`src/rtl/ttl_pkg.sv`:
```
// rtl/ttl_pkg.sv - shared constants, types and helpers for the TTL logic library models
package ttl_pkg;

    localparam logic TTL_LOW  = 1'b0;
    localparam logic TTL_HIGH = 1'b1;

    typedef logic [7:0] ttl_byte_t;

    // Number of bits needed to encode values 0..value-1; used to size counters
    // that must hold the value WIDTH itself (call with WIDTH+1).
    function automatic int ttl_clog2(input int value);
        int result;
        int remaining;
        result    = 0;
        remaining = value - 1;
        while (remaining > 0) begin
            result    = result + 1;
            remaining = remaining >> 1;
        end
        return result;
    endfunction

endpackage

```
`src/rtl/ls165_piso.sv`:
```
// rtl/ls165_piso.sv - SN74LS165-style parallel-in/serial-out shift register, MSB first
//
// Ports:
//   _CLK      rising-edge clock
//   _CLR      synchronous active-high reset, highest priority
//   _SH_LD    active-low load: 0 loads _D, 1 shifts
//   _CLK_INH  active-high inhibit: holds the register while shifting
//   _SER      serial input entering bit 0 on each shift
//   _D        parallel data, _D[WIDTH-1] is the first bit out
//   _QH       serial output (register MSB)
//   _QH_N     complement of _QH
//   _EMPTY    only with LS165_BITCNT_EN: high once WIDTH bits have been shifted
//
// Optional feature macro: LS165_BITCNT_EN
module ls165_piso
    import ttl_pkg::*;
#(
    parameter int              WIDTH   = 8,
    parameter logic [WIDTH-1:0] RST_VAL = '0
) (
    input  logic             _CLK,
    input  logic             _CLR,
    input  logic             _SH_LD,
    input  logic             _CLK_INH,
    input  logic             _SER,
    input  logic [WIDTH-1:0] _D,
    output logic             _QH,
    output logic             _QH_N
`ifdef LS165_BITCNT_EN
    ,
    output logic             _EMPTY
`endif
);

    logic [WIDTH-1:0] q;

    // The real part loads asynchronously; here load is an ordinary synchronous
    // priority above inhibit, so a held load makes q track _D every edge.
    always_ff @(posedge _CLK) begin
        if (_CLR) begin
            q <= RST_VAL;
        end else if (_SH_LD == TTL_LOW) begin
            q <= _D;
        end else if (_CLK_INH == TTL_HIGH) begin
            q <= q;
        end else begin
            q <= {q[WIDTH-2:0], _SER};
        end
    end

    assign _QH   = q[WIDTH-1];
    assign _QH_N = ~q[WIDTH-1];

`ifdef LS165_BITCNT_EN
    localparam int             CNT_W    = ttl_clog2(WIDTH + 1);
    localparam logic [CNT_W-1:0] CNT_FULL = CNT_W'(WIDTH);

    logic [CNT_W-1:0] cnt;

    // Counts bits shifted out since the last load; reset reports empty since
    // no loaded word is pending.
    always_ff @(posedge _CLK) begin
        if (_CLR) begin
            cnt <= CNT_FULL;
        end else if (_SH_LD == TTL_LOW) begin
            cnt <= '0;
        end else if (_CLK_INH == TTL_HIGH) begin
            cnt <= cnt;
        end else if (cnt != CNT_FULL) begin
            cnt <= cnt + 1'b1;
        end
    end

    assign _EMPTY = (cnt == CNT_FULL);
`endif

endmodule

```
`config.mk`:
```
export PLATFORM = sky130hd
export DESIGN_NAME = ls165_piso
export DESIGN_NICKNAME = d
export VERILOG_FILES = /design/src/rtl/ttl_pkg.sv /design/src/rtl/ls165_piso.sv
export SDC_FILE = /design/constraint.sdc
export NUM_CORES = 1
export LEC_CHECK = 0
export ABC_AREA = 1
export CAP_MARGIN = 30
export CORE_AREA = 2 2 39 41
export CTS_CLUSTER_SIZE = 16
export DETAILED_ROUTE_END_ITERATION = 10
export DIE_AREA = 0 0 41 43
export RECOVER_POWER = 25
export SLEW_MARGIN = 20
export SYNTH_ARGS = -nofsm -noshare
export SYNTH_HDL_FRONTEND = slang
export SYNTH_SLANG_ARGS = --single-unit
export TNS_END_PERCENT = 50
```
`constraint.sdc`:
```
create_clock -name _CLK -period 0.8 [get_ports _CLK]
set_input_delay 0.12 -clock _CLK [delete_from_list [all_inputs] [get_ports _CLK]]
set_output_delay 0.12 -clock _CLK [all_outputs]
set_load 0.005 [all_outputs]
```
==> run_results.csv <==
group,metric,value,unit
cells_and_area,area_growth,40.8,%
floorplan,dieArea,0.00176,mm2
critical_path,reg2reg_from,"q[7]",
floorplan,rows,14,
outcome,violations,"negative setup slack",
yosys,synth.most_common_cell,"nand3_1",
place,dp_slack,-0.343,ns
floorplan,start_util,0.315,
floorplan,die_w,41,um
cells_and_area,largest-register,"q",
route,drt-initial-drc-count,3,
yosys,synth_top_area_frac,0.368,
critical_path,worstSetupStartpoint,"q[7]",
critical_path,cp_max_fo,3,
cells_and_area,fin_util,0.443,
route,drc_errors,0,
critical_path,crit_family,"flip-flops",
timing,rsz0062_at_grt,"yes",
critical_path,arrival,0.72,ns
critical_path,path_buf_inv,2,
clock_tree,cts_max_level,1,
global_routing,antenna_found_initial,0,
critical_path,ff2ff_path_depth,5,
floorplan,core,0.00138,mm2
critical_path,max_stage_delay,0.33,ns
place,port_buffers,14,
min_path,worstHoldPathType,"input port to flip-flop",
cells_and_area,reg_top3,"q: 8 flops",
yosys,yosysSeqAreaShare,0.368,
route,first_pass_iters,4,
cells_and_area,regArea,161,um2
yosys,synth_nets,76,
yosys,synth_area_per_cell,6.91,um2
timing,clock.fmax,1.19,GHz
route,drtAntennaViolNets,0,
cells_and_area,fin_cells,96,
critical_path,endpoint,"_QH_N",
cells_and_area,n_antenna_cell,0,
cells_and_area,nFillCells,156,
yosys,synth_largest_area_cell,"dfxtp_1",
clock_tree,clk_pin_slew,0.05,ns
critical_path,cp_slowest_cell,"dfxtp_2",
route,wl_per_cell,8.83,um
route,wl,848,um
timing,tns,-0.0549,ns
yosys,synth_area_leaders,"dfxtp_1 (37%), nand3_1 (25%), nand2_1 (14%), inv_1 (8.6%), buf_12 (4.6%)",
yosys,ys_seq_elements,8,
floorplan,die_h,43,um
critical_path,path_cells,"inv_2 -> buf_6",
critical_path,startpoint_type,"flip-flop",
clock_tree,tritoncts,"done",
cells_and_area,drive_gt1_frac,0.175,
clock_tree,clk_path_buf_depth,2,
place,hpwlAfterDp,609,um
yosys,synthTopCellsByCount,"nand3_1 (22), nand2_1 (16), inv_1 (10), dfxtp_1 (8), nand3_2 (2)",
timing,finalHoldViolations,0,
yosys,netlist_instances,63,
yosys,synth_flop_cell,"dfxtp_1",
yosys,yosys_warnings,0,
critical_path,worstSetupPathType,"flip-flop to primary output",
yosys,synth_area,435,um2
power,ir_drop,0.698,mV
global_routing,first_global_vias,361,
clock_tree,holdBufCountCts,0,
global_routing,grt.overflow.total,0,
timing,finalWorstSetupSlack,-0.0401,ns
global_routing,gr-usage-all-layers,0.121,
cells_and_area,largest_reg_flops,8,
timing,relSlewSlack,0.840,
critical_path,path_depth,2,
critical_path,critPathCaptureType,"primary output",
timing,min_period,0.840,ns
timing,clock_skew,0.00285,ns
critical_path,rr_endpoint,"q[7]",
yosys,synth_edf_count,0,
global_routing,grt_first_pass_wirelength,1.43,mm
critical_path,cp.required,0.68,ns
clock_tree,cts-buffers-inserted,3,
clock_tree,clk_latency,0.25,ns
place,finalWeightedCongestion,0.681,
clock_tree,clock_sinks,8,
yosys,synth-async-reset-ratio,0,
global_routing,grt_max_degree,17,
outcome,status,"finished, violations left",
cells_and_area,multi_input_area,190,um2
critical_path,r2r_slack,0.05,ns
timing,worst_pin_slew,0.240,ns
power,p_leak,0.323,nW
route,vias,442,
cells_and_area,nNetsFinal,95,
yosys,yosys.cell_types.count,10,
power,p_per_area,1500,mW/mm2
timing,setup_violations,2,
timing,drv_slew,0,
run,maxCapViolCount,0,
clock_tree,cts_root_buffer,"clkbuf_4",
place,dpl.cell_count,93,
floorplan,top_level_ports,15,
timing,period_share,1.05,
route,drt-vias-per-instance,4.60,
## repair_timing
item                                    CTS  global route
endpoints found under the hold margin     0             0
gates cloned                              0             0
setup buffers                             0             0
gates resized for setup                  12             2
pin swaps                                 0             1
endpoints found under the setup margin   10             3
## cells by family after synthesis
group	after synthesis	synth area share
flops	8	0.368
buf+inv	15	0.195
simple gates	40	0.437
## final cells by class
type,count,area share
Tap cell,16,0.0327
Inverter,12,0.0755
Timing Repair Buffer,17,0.282
Clock buffer,3,0.0367
Sequential cell,8,0.263
Multi-Input combinational cell,40,0.310
## cell usage in the layout (no fill, tap or decap)
master / synthesis / routed
clkdlybuf4s50_1: 0 / 10
dfxtp_1: 8 / 7
clkinv_2: 1 / 1
inv_1: 10 / 9
dlygate4sd2_1: 0 / 2
nand2_1: 16 / 16
inv_2: 1 / 2
buf_2: 0 / 1
dfxtp_2: 0 / 1
clkbuf_4: 0 / 3
buf_4: 1 / 1
buf_6: 1 / 2
nand3_2: 2 / 2
nand3_1: 22 / 22
buf_12: 1 / 1
## worst register-to-register path, cell delays in order (launching register included)
cell and delay (ns):
dfxtp_2 0.32, buf_4 0.12, nand3_1 0.05, nand3_1 0.06
nand2_1 0.06, inv_1 0.04
## report_power, final
group          internal (W)  total [W]  switching, W
registers          0.000424   0.000437     0.0000134
logic              0.000102   0.000178     0.0000766
clock network      0.000171   0.000305      0.000133
## metrics by stage
step	instance area, um2	hold slack, ns	total power (W)
2_1_floorplan	435	0.324	0.000541
3_3_place_gp	592	0.543	0.000626
3_5_place_dp	592	0.548	0.000627
4_1_cts	607	0.491	0.000929
5_1_grt	613	0.529	0.000983
6_report	613	0.481	0.000920
## metal layers
| metal | vias to the layer above | part of all wire | track usage |
|---|---|---|---|
| met5 | - | 0 | 0 |
| met4 | 0 | 0.018 | 0.0800 |
| met3 | 2 | 0.084 | 0.0471 |
| met2 | 16 | 0.42 | 0.147 |
| met1 | 188 | 0.48 | 0.169 |
| li1 | 236 | - | - |
## how the worst min path moves through the flow
| stage | from | to | slack, ns | depth (start not counted) |
|---|---|---|---|---|
| final | _CLK_INH | q[6] | 0.48 | 6 |
| after global placement | q[2] | q[2] | 0.54 | 4 |
| after detailed placement | q[1] | q[1] | 0.55 | 4 |
| after CTS | _CLK_INH | q[2] | 0.49 | 6 |
| after global routing | _CLK_INH | q[3] | 0.53 | 6 |
| after floorplan | _D[0] | q[0] | 0.32 | 4 |
Power figures use the tool's default switching activity.
